**config.mk**
```make
export PLATFORM = sky130hd
export DESIGN_NAME = mem_bus_arbiter
export DESIGN_NICKNAME = d
export VERILOG_FILES = /design/src/rtl/mem_bus_arbiter.sv
export SDC_FILE = /design/constraint.sdc
export NUM_CORES = 1
export LEC_CHECK = 0
export CAP_MARGIN = 20
export CORE_MARGIN = 5
export CORE_UTILIZATION = 55
export CTS_BUF_LIST = sky130_fd_sc_hd__clkbuf_8
export DETAILED_ROUTE_END_ITERATION = 16
export DONT_BUFFER_PORTS = 1
export PLACE_DENSITY_LB_ADDON = 0.05
export SYNTH_ARGS = -nofsm -noshare
export SYNTH_HDL_FRONTEND = slang
export SYNTH_SLANG_ARGS = --single-unit
export TNS_END_PERCENT = 30
```
**constraint.sdc**
```tcl
create_clock -name clk -period 7.7 [get_ports clk]
set_input_delay 0.77 -clock clk [delete_from_list [all_inputs] [get_ports clk]]
set_output_delay 0.77 -clock clk [all_outputs]
set_load 0.02 [all_outputs]
```
**src/rtl/mem_bus_arbiter.sv**
```systemverilog
// mem_bus_arbiter
// Shares one external SRAM port and the UART register port between the
// instruction-fetch stage (read only) and the MEM stage (read/write).
// An access is granted from IDLE and runs through S_SRAM (fixed wait count)
// or S_UART (handshake with timeout). Every access then passes through
// S_DONE, which produces a one-cycle ack with data and error.
//
// Ports:
//   clk, rst                   clock, asynchronous active-high reset
//   if_ce_i/if_addr_i          IF read request (held until if_ack_o)
//   if_data_o/if_ack_o         IF read data and one-cycle completion pulse
//   mem_ce_i/mem_we_i/...      MEM request, write flag, address, byte enables, write data
//   mem_data_o/mem_ack_o       MEM read data and one-cycle completion pulse
//   bus_err_o                  pulses with ack on unmapped address or UART timeout
//   stall_req_o                pipeline stall while any request is not yet acked
//   sram_*                     SRAM controller side (word address = addr[21:2])
//   uart_*                     UART register side (reg 0 = data, 1 = status)
module mem_bus_arbiter #(
    parameter int SRAM_WAIT    = 2,
    parameter int UART_TIMEOUT = 255
) (
    input  logic        clk,
    input  logic        rst,
    input  logic        if_ce_i,
    input  logic [31:0] if_addr_i,
    output logic [31:0] if_data_o,
    output logic        if_ack_o,
    input  logic        mem_ce_i,
    input  logic        mem_we_i,
    input  logic [31:0] mem_addr_i,
    input  logic [3:0]  mem_sel_i,
    input  logic [31:0] mem_data_i,
    output logic [31:0] mem_data_o,
    output logic        mem_ack_o,
    output logic        bus_err_o,
    output logic        stall_req_o,
    output logic        sram_ce_o,
    output logic        sram_we_o,
    output logic [19:0] sram_addr_o,
    output logic [3:0]  sram_be_o,
    output logic [31:0] sram_wdata_o,
    input  logic [31:0] sram_rdata_i,
    output logic        uart_ce_o,
    output logic        uart_we_o,
    output logic        uart_reg_o,
    output logic [7:0]  uart_wdata_o,
    input  logic [7:0]  uart_rdata_i,
    input  logic        uart_ready_i
);

    localparam logic [7:0] WAIT_CNT    = 8'(SRAM_WAIT);
    localparam logic [7:0] TIMEOUT_CNT = 8'(UART_TIMEOUT);

    typedef enum logic [1:0] {IDLE, S_SRAM, S_UART, S_DONE} state_t;

    state_t      state;
    logic [7:0]  cnt;
    logic        owner_mem;
    logic        last_mem;
    logic        err;
    logic [31:0] data_q;

    logic        mem_req, if_req, grant_mem, grant_if;
    logic [31:0] g_addr, g_wdata;
    logic        g_we;
    logic [3:0]  g_sel;
    logic        hit_sram, hit_uart;
    logic [7:0]  lane;

    // A requester whose ack is showing this cycle is still holding ce until
    // the pipeline samples the ack, so it is masked here to avoid a regrant.
    // MEM normally wins; IF takes the bus when MEM went last, so the two
    // alternate under sustained contention.
    always_comb begin
        mem_req   = mem_ce_i & ~mem_ack_o;
        if_req    = if_ce_i & ~if_ack_o;
        grant_mem = mem_req & ~(last_mem & if_req);
        grant_if  = if_req & ~grant_mem;
        g_addr    = grant_mem ? mem_addr_i : if_addr_i;
        g_we      = grant_mem & mem_we_i;
        g_sel     = grant_mem ? mem_sel_i : 4'b1111;
        g_wdata   = grant_mem ? mem_data_i : 32'h0;
        hit_sram  = (g_addr[31:23] == 9'h100);
        // IF never reaches the UART; its UART addresses fall through as unmapped.
        hit_uart  = grant_mem & ((g_addr == 32'hBFD0_03F8) | (g_addr == 32'hBFD0_03FC));
        // The UART is byte-wide: forward the lane of the lowest enabled byte.
        casez (g_sel)
            4'b???1: lane = g_wdata[7:0];
            4'b??10: lane = g_wdata[15:8];
            4'b?100: lane = g_wdata[23:16];
            4'b1000: lane = g_wdata[31:24];
            default: lane = g_wdata[7:0];
        endcase
    end

    // Stall follows the raw requests; it is forced low while in reset so that
    // every output reads zero then.
    assign stall_req_o = ~rst & ((mem_ce_i & ~mem_ack_o) | (if_ce_i & ~if_ack_o));

    // Access sequencer. Peripheral outputs are loaded on entry to their state
    // and cleared on exit, so they are registered and zero elsewhere.
    always_ff @(posedge clk or posedge rst) begin
        if (rst) begin
            state        <= IDLE;
            cnt          <= 8'd0;
            owner_mem    <= 1'b0;
            last_mem     <= 1'b0;
            err          <= 1'b0;
            data_q       <= 32'h0;
            if_data_o    <= 32'h0;
            if_ack_o     <= 1'b0;
            mem_data_o   <= 32'h0;
            mem_ack_o    <= 1'b0;
            bus_err_o    <= 1'b0;
            sram_ce_o    <= 1'b0;
            sram_we_o    <= 1'b0;
            sram_addr_o  <= 20'h0;
            sram_be_o    <= 4'h0;
            sram_wdata_o <= 32'h0;
            uart_ce_o    <= 1'b0;
            uart_we_o    <= 1'b0;
            uart_reg_o   <= 1'b0;
            uart_wdata_o <= 8'h0;
        end else begin
            if_ack_o  <= 1'b0;
            mem_ack_o <= 1'b0;
            bus_err_o <= 1'b0;
            unique case (state)
                IDLE: begin
                    if (grant_mem | grant_if) begin
                        owner_mem <= grant_mem;
                        if (hit_sram) begin
                            state        <= S_SRAM;
                            cnt          <= WAIT_CNT;
                            err          <= 1'b0;
                            sram_ce_o    <= 1'b1;
                            sram_we_o    <= g_we;
                            sram_addr_o  <= g_addr[21:2];
                            sram_be_o    <= g_sel;
                            sram_wdata_o <= g_we ? g_wdata : 32'h0;
                        end else if (hit_uart) begin
                            state        <= S_UART;
                            cnt          <= 8'd0;
                            err          <= 1'b0;
                            uart_ce_o    <= 1'b1;
                            uart_we_o    <= g_we;
                            uart_reg_o   <= g_addr[2];
                            uart_wdata_o <= lane;
                        end else begin
                            state  <= S_DONE;
                            err    <= 1'b1;
                            data_q <= 32'h0;
                        end
                    end
                end
                S_SRAM: begin
                    // Read data is taken in the last wait cycle.
                    if (cnt == 8'd1) begin
                        data_q       <= sram_we_o ? 32'h0 : sram_rdata_i;
                        state        <= S_DONE;
                        sram_ce_o    <= 1'b0;
                        sram_we_o    <= 1'b0;
                        sram_addr_o  <= 20'h0;
                        sram_be_o    <= 4'h0;
                        sram_wdata_o <= 32'h0;
                    end else begin
                        cnt <= cnt - 8'd1;
                    end
                end
                S_UART: begin
                    if (uart_ready_i || (cnt + 8'd1 == TIMEOUT_CNT)) begin
                        if (uart_ready_i) begin
                            data_q <= uart_we_o ? 32'h0 : {24'h0, uart_rdata_i};
                        end else begin
                            err    <= 1'b1;
                            data_q <= 32'h0;
                        end
                        state        <= S_DONE;
                        uart_ce_o    <= 1'b0;
                        uart_we_o    <= 1'b0;
                        uart_reg_o   <= 1'b0;
                        uart_wdata_o <= 8'h0;
                    end else begin
                        cnt <= cnt + 8'd1;
                    end
                end
                S_DONE: begin
                    if (owner_mem) begin
                        mem_ack_o  <= 1'b1;
                        mem_data_o <= data_q;
                    end else begin
                        if_ack_o  <= 1'b1;
                        if_data_o <= data_q;
                    end
                    bus_err_o <= err;
                    last_mem  <= owner_mem;
                    state     <= IDLE;
                end
                default: state <= IDLE;
            endcase
        end
    end

endmodule

```
* Word-level counts from Yosys, hierarchy flattened *
Cells that the tools add are included.

storage, ports and cells
  word-level logic and storage cells = 149
  flip-flop bits (word level) = 181
  output and inout bits = 137

operators by class
  equality and inequality tests = 22
  add/sub/neg operators = 2
  muxes and demuxes = 74
  bitwise logic cells = 17
  reductions and logical operators = 14

operators with widths
  operator                count
  $mux W32                12
  $pmux W32 S3            1
  $mux W8                 11
  $eq A32 B32 Y1 const B  2
  $pmux W32 S2            1
  $mux W20                3
  $pmux W8 S3             2
  $pmux W20 S2            1
  $mux W1                 26
  $ne A2 B2 Y1 const B    10
  $mux W4                 4
  $pmux W8 S2             1
  $pmux W1 S2             6
  $reduce_and A5 Y1       2
  $eq A9 B9 Y1 const B    1
  $add A8 B1 Y8 const B   1
  $and A1 B1 Y1           8
  $eq A8 B1 Y1 const B    1
  $eq A8 B8 Y1 const B    1
  $mux W2                 4
  $pmux W2 S4             1
  $pmux W4 S2             1
  $reduce_and A4 Y1       2
  $sub A8 B1 Y8 const B   1
  14 further kinds        26

* Logic depth before layout (Yosys ltp) *
  depth after elaboration = 13
  gate-level depth with buffers = 10
  gate-level depth less buffers = 8

* Least setup slack after synthesis *
OpenSTA, ideal clock, no wires.

  path kind = input to register
  start = input if_ce_i
  end = register data_q[0]
  path slack = 5.059 ns
  stages = 8
  arrival = 2.513 ns
  setup time = 0.127 ns
  required time = 7.573 ns
  cell sequence = and3b_1 > or2_1 > buf_2 > mux2_4 > and3_1 > o21ai_2 > buf_6 > mux2_1

between the ends
  longest elaborated chain between the ends = 10
  elaborated cells on any way between the ends = 17
  classes of those cells = 6 x eq/ne; 1 x mux; 9 x bitwise; 1 x reduce/logical

RTL lines
  what                                    line  source
  start: declaration                      24    input logic if_ce_i,
  $and A1 B1 Y1 (*)                       76    if_req = if_ce_i & ~if_ack_o;
  $and A1 B1 Y1                           77    grant_mem = mem_req & ~(last_mem & if_req);
  $not A1 Y1                              77
  $and A1 B1 Y1                           77
  $mux W32                                79    g_addr = grant_mem ? mem_addr_i : if_addr_i;
  $eq A32 B32 Y1                          85    hit_uart = grant_mem & ((g_addr == 32'hBFD0_03F8) | (g_addr == 32'hBFD0_03FC));
  $or A1 B1 Y1                            85
  $and A1 B1 Y1                           85
  $ne A2 B2 Y1 (no source line)           --
  $reduce_and A6 Y1 (no source line) (*)  --
  end signal: assignment                  159   data_q <= sram_we_o ? 32'h0 : sram_rdata_i;
  end signal: assignment                  173   data_q <= uart_we_o ? 32'h0 : {24'h0, uart_rdata_i};
  end: declaration                        61    logic [31:0] data_q;

Mark *: on every way between the ends. The rest lies on a longest branch, timed or not.
A chain may end at the register's enable or synchronous reset.

* Worst setup path in the final report *
  start = register if_ack_o
  end = register data_q[6]

between the ends
  longest elaborated chain between the ends = 11
  elaborated cells on any way between the ends = 18
  classes of those cells = 6 x eq/ne; 1 x mux; 10 x bitwise; 1 x reduce/logical

RTL lines
  what                                    line  source
  start: declaration                      27    output logic if_ack_o,
  start signal: assignment                111   if_ack_o <= 1'b0;
  start signal: assignment                125   if_ack_o <= 1'b0;
  start signal: assignment                192   if_ack_o <= 1'b1;
  $not A1 Y1 (*)                          76
  $and A1 B1 Y1 (*)                       76
  $and A1 B1 Y1                           77
  $not A1 Y1                              77
  $and A1 B1 Y1                           77
  $mux W32                                79
  $eq A32 B32 Y1                          85
  $or A1 B1 Y1                            85
  $and A1 B1 Y1                           85
  $ne A2 B2 Y1 (no source line)           --
  $reduce_and A6 Y1 (no source line) (*)  --

Marked as above.

==> results.md <==
* Outcome: complete, no violations
* Vias at 5,703
* Post-CTS Setup Repair Bufs at 0
* Setup violations, final at 0
* Cts bufs inserted at 17
* Post-synthesis mux area share at 9.84%
* Die W at 133 microns
* Register Area at 0.00453 sq mm
* Leak at 4.12 nW
* RSZ-0062 raised after global routing: no
* Gr usage total at 22.7%
* CTS tree: done
* Post-synthesis sequential element count at 181
* Critical Path Start Type: flop
* Cells after synthesis at 747
* Area Growth Syn to Fin at 5.89%
* Rel. slew slack at between 20% and 30%
* Worst Skew at approximately 0.014 ns
* Clock Path Buffers at 2
* EDFF count, synth at 0
* Worst endpoint data arrival time at 3.63 ns
* Post-synth ARST share at 100%
* Worst path required time at approximately 8 ns
* Post-synthesis average cell area at ~11 sq um
* Post-route ant nets at 0
* VDD IR max at 287 uV
* Drt pass-1 iters at 5
* Vias in the first global route at 5,620
* Sum of negative setup slack at 0 ns
* Post-CTS resize count at 0
* Synth area leaders: dfrtp_1, mux2i_1, nand2_1
* Final wirelength at between 20,000 and 25,000 microns
* Mapped Nets at 903
* Avg WL per Cell at 22.5 microns
* Initial antenna violation count at 0
* Ports at 283
* Adder-cell area share of the yosys netlist at 1.51%
* Ys flop type: dfrtp_1
* FMAX at approximately 0.30 GHz
* # fillers at 1,247
* Period utilization at 42.8%
* Worst Tran Pin Value at 1.11 ns
* Top-area cell type share of the netlist area at 54.8%
* Final Hold Viols at 0
* Max-Cap Viols at 0
* CTS root buf: clkbuf_8
* Hpwl dp at around 15,000 microns
* Share of layout cells above drive strength 1 at around 14%
* Global-route wire length before repair at 31,900 microns
* CP Class: reg -> reg
* Post-Synth Simple-Gate Area at 11.0%
* DRC Markers at 0
* CTS sink cnt at between 150 and 200
* Nets at 878
* Grt ovf at 0
* Placed instance count at between 800 and 900
* Critical Path Sink Type: flop
* Largest net degree at the start of global routing at 118
* Xor and xnor area share after synthesis at 0.424%
* Hold Path Class: in -> async
* Vias/cell at roughly 6.2
* Synth cell types at 63
* Largest family of logic cells by synthesized area: compound AO/OA/AOI/OAI gates
* Yosys warns at 0
* Gpl congestion at about 0.8
* Area of the multi-input gates at 0.00336 sq mm
* Initial Util at 56.5%
* Hold-fix buffers, CTS at 0
* Die height at 133 microns
* Clk slew on worst S/H paths at approximately 0.09 ns
* Ant. Diodes at 0
* Worst skew pair latency at 0.45 ns
* PwrDens at 414 mW/mm^2
* Port Buffers at 0
* Post-Layout Cell Count at 919
* CORE AREA at approximately 0.015 sq mm
* Final Max Slew Viols at 0
* Drt first-iter violations at 485
* Synthesized area at 0.00827 sq mm
* Min Tclk post-route at 3.30 ns
* Row count at 44
* Total Die Area at roughly 0.018 sq mm
* Complex-gate fraction of the synthesized area at 17.5%
* Max FO, Critical Path at 32
* H-tree levels at 4
* Sequential area share after synthesis at 54.8%
* Biggest area consumer among synthesized cells: dfrtp_1
[per-layer routing]
layer	track usage (%)	vias to the layer above	routed length, microns
met1	27.2	2865	8010
met4	6.29	0	362
li1	-	2605	-
met2	39.0	211	10600
met5	0	-	0
met3	8.09	22	1630
[cells by family after synthesis]
| family | after synthesis |
|---|---|
| AOI/OAI and AO/OA | 188 |
| xor gates and xnor gates | 4 |
| adders and majority gates | 10 |
| buffers and inverters | 91 |
| DFF | 181 |
| muxes | 77 |
| and+or+nand+nor | 196 |
[path summary, 6_finish.rpt]
check | start | to | slack, ns | cells after the start
setup / recovery | if_ack_o$_DFF_PP0_ | data_q[6]$_DFFE_PP0P_ | 4.40 | 7
hold / removal | rst | if_data_o[15]$_DFFE_PP0P_ | 0.14 | 1
setup reg to reg | if_ack_o$_DFF_PP0_ | data_q[6]$_DFFE_PP0P_ | 4.40 | 7
hold reg to reg | data_q[5]$_DFFE_PP0P_ | data_q[5]$_DFFE_PP0P_ | 0.53 | 1
max in group asynchronous | rst | data_q[31]$_DFFE_PP0P_ | 6.02 | 3
min in group clk | sram_rdata_i[25] | data_q[25]$_DFFE_PP0P_ | 0.45 | 2
[placed cells by master, fill, tap and decap left out, drive strengths merged, types with 6 or more instances in the layout]
cell type,Yosys,final
ha,10,10
o31ai,26,26
buf,22,9
clkinv,2,6
nor4,6,6
o21ai,66,66
a222oi,8,8
mux2i,46,46
dfrtp,181,181
clkbuf,31,20
mux2,31,31
inv,36,41
a22o,49,49
a21oi,12,12
nor2,23,23
nor3,8,8
nand2,121,121
nand4,9,9
[metrics by stage]
step	total power [mW]	cell area (sq um)	setup slack, ns	utilization, %	hold WS [ns]
after global placement	2.95	8320	4.22	56.8	0.490
final	3.62	8750	4.40	59.8	0.140
after detailed placement	3.00	8320	4.18	56.8	0.513
after floorplan	2.72	8270	2.01	-	0.454
after global routing	3.84	8750	4.26	59.8	0.123
after CTS	3.65	8730	4.38	59.6	0.419
[cell usage after synthesis (4+ instances only)]
cell,n
nand2_1,121
mux2_1,6
a21oi_1,11
and3_1,4
buf_6,6
nor2_1,23
buf_2,11
a222oi_1,8
clkbuf_1,31
dfrtp_1,181
nor3_1,8
o21ai_0,65
mux2i_1,46
nor4_1,5
nand4_1,9
a22o_1,49
mux2_2,24
o31ai_2,23
nand3_1,4
inv_1,36
ha_1,10
[power breakdown]
| group | switching [mW] | internal [mW] |
|---|---|---|
| clock network | 0.334 | 0.316 |
| logic | 0.819 | 0.490 |
| registers | 0.435 | 1.23 |
| total | 1.59 | 2.03 |
[state kept, by name, summed over array words and instances, names as in the netlist, 4 cells and up]
register      cells
cnt               8
data_q           32
if_data_o        32
mem_data_o       32
sram_addr_o      20
sram_be_o         4
sram_wdata_o     32
uart_wdata_o      8
[area by class of cell]
cell class / instances / area share, %
clock buffers: 20 / 3.14
repair buffers: 9 / 1.00
clock inverters: 12 / 1.46
inverters: 38 / 1.69
flip-flops and latches: 181 / 51.7
well taps: 184 / 2.63
multi-input cells: 475 / 38.3
[worst max-delay path, stage by stage, from the launching register on]
cell and delay [ns]:
dfrtp_1 0.47, and3b_1 0.36, or2_1 0.66, mux2_4 0.41, and3_1 0.21, o21ai_4 0.13
buf_4 0.47, mux2_2 0.40
(Power assumes the default switching activity.)
